## src/rtl/fetch_stage.sv

```systemverilog
// Instruction-fetch stage: owns the PC, drives the imem read port and the IF/ID register.
// Optional FETCH_PERF_CNT_EN adds fetch_count / stall_count performance counters.
module fetch_stage #(
    parameter logic [31:0] RESET_PC = 32'h0000_0000,
    parameter logic [31:0] NOP_INST = 32'h0000_0013
) (
    input  logic        clk,
    input  logic        rst,
    output logic [31:0] imem_addr,
    input  logic [31:0] imem_rdata,
    input  logic        imem_ready,
    input  logic        stall,
    input  logic        redirect_valid,
    input  logic [31:0] redirect_pc,
    output logic        ifid_valid,
    output logic [31:0] ifid_pc,
    output logic [31:0] ifid_inst,
    output logic        misalign,
    output logic        halted
`ifdef FETCH_PERF_CNT_EN
    ,
    output logic [31:0] fetch_count,
    output logic [31:0] stall_count
`endif
);

    typedef enum logic {
        ST_RUN  = 1'b0,
        ST_HALT = 1'b1
    } state_t;

    localparam int NUM_HALT_WORDS = 2;
    // ECALL and EBREAK: fetching either parks the front end.
    localparam logic [NUM_HALT_WORDS-1:0][31:0] HALT_WORDS = {32'h0010_0073, 32'h0000_0073};

    state_t      state_reg, state_next;
    logic [31:0] pc_reg, pc_next;
    logic        ifid_valid_reg, ifid_valid_next;
    logic [31:0] ifid_pc_reg, ifid_pc_next;
    logic [31:0] ifid_inst_reg, ifid_inst_next;
    logic        misalign_reg, misalign_next;
    logic        fetch_load;

    logic [NUM_HALT_WORDS-1:0] halt_hit;
    logic                      is_halt_word;

    generate
        for (genvar gi = 0; gi < NUM_HALT_WORDS; gi++) begin : g_halt_match
            assign halt_hit[gi] = (imem_rdata == HALT_WORDS[gi]);
        end
    endgenerate

    assign is_halt_word = |halt_hit;

    // Priority: redirect > stall > halt > normal fetch (reset handled in the register).
    always_comb begin
        state_next      = state_reg;
        pc_next         = pc_reg;
        ifid_valid_next = ifid_valid_reg;
        ifid_pc_next    = ifid_pc_reg;
        ifid_inst_next  = ifid_inst_reg;
        misalign_next   = 1'b0;
        fetch_load      = 1'b0;

        if (redirect_valid) begin
            pc_next         = {redirect_pc[31:2], 2'b00};
            ifid_valid_next = 1'b0;
            ifid_pc_next    = pc_reg;
            ifid_inst_next  = NOP_INST;
            state_next      = ST_RUN;
            misalign_next   = |redirect_pc[1:0];
        end else if (stall) begin
            state_next = state_reg;
        end else if (state_reg == ST_HALT) begin
            ifid_valid_next = 1'b0;
            ifid_pc_next    = pc_reg;
            ifid_inst_next  = NOP_INST;
        end else if (imem_ready) begin
            ifid_valid_next = 1'b1;
            ifid_pc_next    = pc_reg;
            ifid_inst_next  = imem_rdata;
            pc_next         = pc_reg + 32'd4;
            fetch_load      = 1'b1;
            if (is_halt_word) begin
                state_next = ST_HALT;
            end
        end else begin
            ifid_valid_next = 1'b0;
            ifid_pc_next    = pc_reg;
            ifid_inst_next  = NOP_INST;
        end
    end

    always_ff @(posedge clk) begin
        if (rst) begin
            state_reg      <= ST_RUN;
            pc_reg         <= RESET_PC;
            ifid_valid_reg <= 1'b0;
            ifid_pc_reg    <= RESET_PC;
            ifid_inst_reg  <= NOP_INST;
            misalign_reg   <= 1'b0;
        end else begin
            state_reg      <= state_next;
            pc_reg         <= pc_next;
            ifid_valid_reg <= ifid_valid_next;
            ifid_pc_reg    <= ifid_pc_next;
            ifid_inst_reg  <= ifid_inst_next;
            misalign_reg   <= misalign_next;
        end
    end

    assign imem_addr  = pc_reg;
    assign ifid_valid = ifid_valid_reg;
    assign ifid_pc    = ifid_pc_reg;
    assign ifid_inst  = ifid_inst_reg;
    assign misalign   = misalign_reg;
    assign halted     = (state_reg == ST_HALT);

`ifdef FETCH_PERF_CNT_EN
    logic [31:0] fetch_count_reg;
    logic [31:0] stall_count_reg;

    // A redirect wins over stall, so such cycles are not counted as stalls.
    always_ff @(posedge clk) begin
        if (rst) begin
            fetch_count_reg <= 32'd0;
            stall_count_reg <= 32'd0;
        end else begin
            if (fetch_load) begin
                fetch_count_reg <= fetch_count_reg + 32'd1;
            end
            if (stall && !redirect_valid) begin
                stall_count_reg <= stall_count_reg + 32'd1;
            end
        end
    end

    assign fetch_count = fetch_count_reg;
    assign stall_count = stall_count_reg;
`endif

endmodule

```

## config.mk

```make
export PLATFORM = sky130hd
export DESIGN_NAME = fetch_stage
export DESIGN_NICKNAME = d
export VERILOG_FILES = /design/src/rtl/fetch_stage.sv
export SDC_FILE = /design/constraint.sdc
export NUM_CORES = 1
export LEC_CHECK = 0
export BUFFER_PORTS_ARGS = -buffer_cell sky130_fd_sc_hd__buf_2
export CORE_AREA = 3 3 95 97
export CTS_CLUSTER_DIAMETER = 30
export DETAILED_ROUTE_END_ITERATION = 8
export DIE_AREA = 0 0 98 100
export PLACE_DENSITY = 0.89
export SYNTH_ARGS = -nofsm -noshare
export SYNTH_HDL_FRONTEND = slang
export SYNTH_SLANG_ARGS = --single-unit
export TNS_END_PERCENT = 10
```

## constraint.sdc

```tcl
create_clock -name clk -period 5.6 [get_ports clk]
set_input_delay 0.84 -clock clk [delete_from_list [all_inputs] [get_ports clk]]
set_output_delay 0.84 -clock clk [all_outputs]
set_load 0.02 [all_outputs]
```

* Word-level counts from Yosys, hierarchy flattened *
Cells that the tools add are included.

word-level totals
  flip-flop bits (word level) = 99
  logic and storage cells = 35
  output and inout bits = 99
  input bits = 69

operators by class
  bitwise operators = 3
  reductions and logical operators = 7
  equal/unequal tests = 4
  add/subtract/negate cells = 1
  muxes and demuxes = 13

operators by type and width
  cell                                             number
  2-to-1 mux 32 bit                                8
  adder 32 x 3 -> 32 bit, second input constant    1
  == test 32 x 21 -> 1 bit, second input constant  1
  == test 32 x 7 -> 1 bit, second input constant   1
  OR reduction 2 bit                               4
  AND reduction 3 bit                              2
  2-to-1 mux 1 bit                                 5
  NOT 1 bit                                        3
  != test 2 x 1 -> 1 bit, second input constant    1
  != test 2 bit, second input constant             1
  nonzero test 2 bit                               1

* Depth between registers and ports, before layout *
  word-level depth = 5
  mapped depth = 7

* Least setup slack after synthesis *
OpenSTA, ideal clock, no wires.

  kind = in2reg
  from = input port stall
  to = register pc_reg[30], in the netlist imem_addr[30]
  path slack = 3.018 ns
  path buffers = 3
  stages = 7
  arrival = 2.478 ns
  cells stage by stage = buf_2 nand4bb_1 buf_2 or4_1 clkbuf_2 o31a_1 a2111oi_2

on the way
  longest elaborated chain between the ends = 2

RTL lines
  what                                     RTL line  RTL
  start: declaration                       12        input logic stall,
  != test 2 x 1 -> 1 bit (no source line)  -
  AND reduction 3 bit (no source line)     -
  end signal: assignment                   104       pc_reg <= pc_next;
  end: declaration                         37        logic [31:0] pc_reg, pc_next;

Every way passes these cells.
A chain may end at the register's enable or synchronous reset.

* Final worst setup path *
  from = input port stall
  to = register pc_reg[22], in the netlist imem_addr[22]

Same word-level chain as after synthesis.

==> metrics <==
outcome complete, no violations; die area roughly 9800 sq um; setup bufs post-CTS 0; area occupied by multi-input gates 1990 sq um; final hold vios 0; Final Max Slew Viols 0; clock skew between 0.009 and 0.01 ns; RePlAce Congestion 0.836; most common cell after layout, fill and taps aside buf_2; CTS root buf clkbuf_8; Via density 5.75; critical path data arrival time ~3.1 ns; Core Region 8220 sq um; Synth top area share 46.0%; latest clock arrival within the worst-skew pair between 0.3 and 0.4 ns; final setup fails 0; minimum clock period ~2.9 ns; sequential cell area 1900 sq um; Worst VDD drop between 0.15 and 0.2 mV; Hold WC Path Type register to register; Worst Path Required 5.84 ns; post-route ant nets 0; # nets final 698; Pwr Density 278 nW/um^2; vias in the first global route a little over 4,000; share of layout cells above drive strength 1 a little under a third; worst-margin pin slew 1.08 ns; Net Sw Power roughly 0.43 mW; drt wl/cell 16.5 um; prevailing post-synth register cell dfxtp_1; largest net degree at the start of global routing 60; RSZ-0062 raised after global routing no; Worst Reg-to-Reg Cells 5; final WL 12,200 um; Residual DRC 0; Worst Hold Launch ifid_pc[21]$_SDFFE_PP0P_; critical path class input pin to register; Detailed Routing Iterations Pass 1 5; Fillers 701; Resized cells post-CTS 0; die width 98 um; top post-synthesis cells by area dfxtp_1 (46%), nand2_1 (7.3%), a22oi_1 (5.3%); combinational share of power 13.9%; Worst slew margin 27.6%; Post-Syn Area per Cell 8.40 sq um; DR iter-0 viols 348; initial antenna violation count 0; I/O Pins 168; Reg-to-Reg Start imem_addr[2]$_SDFFE_PP0P_; Starting Density about 50%; Pint 0.996 mW; crit path from stall; Startpoint Class input pin; Clock Sinks 95; max FFs per register 32; All-Layer GR Usage between 20% and 30%; cts hold-fix bufs 0; first-pass GRT wire length about 20,000 um; YS warnings 0; clock power share 33.9%; Synth area leader dfxtp_1; Clock Tree Buf Depth 2; Seq/Total Area, Yosys between 40% and 50%; Syn Inst Count 492; area grow syn2layout 23.5%; H-tree depth 3; dpl cell area just under 5000 sq um; Final TNS setup 0 ns; number of buffers created by CTS 9; leak pwr 2.15 nW; async set-reset flop share out of synthesis 0%; max cap viols 0; CTS tree built; Flop pwr share about 52%; Vias 4,243; Post-Syn Area 4140 sq um; final instance area 5110 sq um; Die Ht 100 um; commonest cells after routing, fill and taps aside buf_2 (163), dfxtp_1 (95), nand2_1 (80); grt ovf 0; row cnt 33; CP Max Fanout 35; Crit. End Element register; HPWL after detailed placement 8700 um; IO Port Bufs 163; Tcrit/Tclk final 51.7%; synth unique cells 53; Min-Delay Path Depth 2; maximum clock rate 345 MHz; n_diodes 0; sw frac 30.0%; FF+latch count, synth 95; clock-pin slew on the worst setup and hold paths roughly 0.1 ns; EDFF count, synth 0
-- worst max-delay path, stage by stage --
cell and delay, ns:
buf_2 0.30, nand4bb_1 0.53, nor4_1 0.83, a311oi_1 0.22, a2111oi_0 0.40
-- layer usage --
metal  up-vias  GRT usage (%)  part of all wire [%]
met1      1965           30.0                    40
met3        24           5.42                   8.0
met5         -              0                     0
met2       206           40.3                    49
met4         0           10.8                   2.5
li1       2048              -                     -
-- synth_stat cells (6+ instances only) --
cell type / instances
a22oi_1: 29
or4_1: 13
a311oi_1: 13
nor4_1: 9
clkbuf_1: 28
a21oi_1: 33
and4_1: 6
inv_1: 9
or3_1: 6
nand4_1: 9
nand2_1: 80
dfxtp_1: 95
a211oi_1: 10
nor2_1: 58
nand3_1: 12
o31ai_1: 9
-- kinds of logic (layout without fill, tap and decap cells) --
group                      after synthesis  after routing  share of synthesized area (%)
and+or+nand+nor                        216            216                           25.7
AOI/OAI and AO/OA                      116            116                           19.6
other                                    1              4                         0.0907
adders and majority gates                1              1                          0.303
buffers and inverters                   54            192                           6.41
DFF                                     95             95                           46.0
xor gates and xnor gates                 9              9                           1.91
-- per-stage QoR --
step	util (%)	hold slack, ns	instances	setup slack [ns]	power, mW
floorplan	-	0.530	495	3.02	0.875
global placement	59.6	0.436	722	2.51	0.947
detailed placement	59.6	0.443	722	2.39	0.954
CTS	62.2	0.457	738	2.77	1.43
global route	62.2	0.476	738	2.47	1.48
finish	62.2	0.455	738	2.70	1.42
-- area by class of cell --
type / instances / share of cell area [%]
Timing Repair Buffer: 167 / 16.6
Inverter: 9 / 0.661
Sequential cell: 95 / 37.2
Tap cell: 105 / 2.57
Clock inverter: 7 / 1.67
Clock buffer: 9 / 2.42
Multi-Input combinational cell: 346 / 38.9
-- final timing paths --
check / end / slack [ns]
setup / recovery: imem_addr[22]$_SDFFE_PP0P_ / 2.70
hold reg to reg: ifid_pc[21]$_SDFFE_PP0P_ / 0.45
setup reg to reg: imem_addr[22]$_SDFFE_PP0P_ / 2.97
hold / removal: ifid_pc[21]$_SDFFE_PP0P_ / 0.45
-- power groups by stage --
stage / clock network (mW) / logic, mW / registers, mW
after floorplan: 0 / 0.0894 / 0.786
after global placement: 0 / 0.191 / 0.756
after detailed placement: 0 / 0.197 / 0.757
after CTS: 0.489 / 0.198 / 0.742
after global routing: 0.518 / 0.216 / 0.748
final: 0.482 / 0.197 / 0.743
No activity file was read; power rests on OpenSTA's default activity.
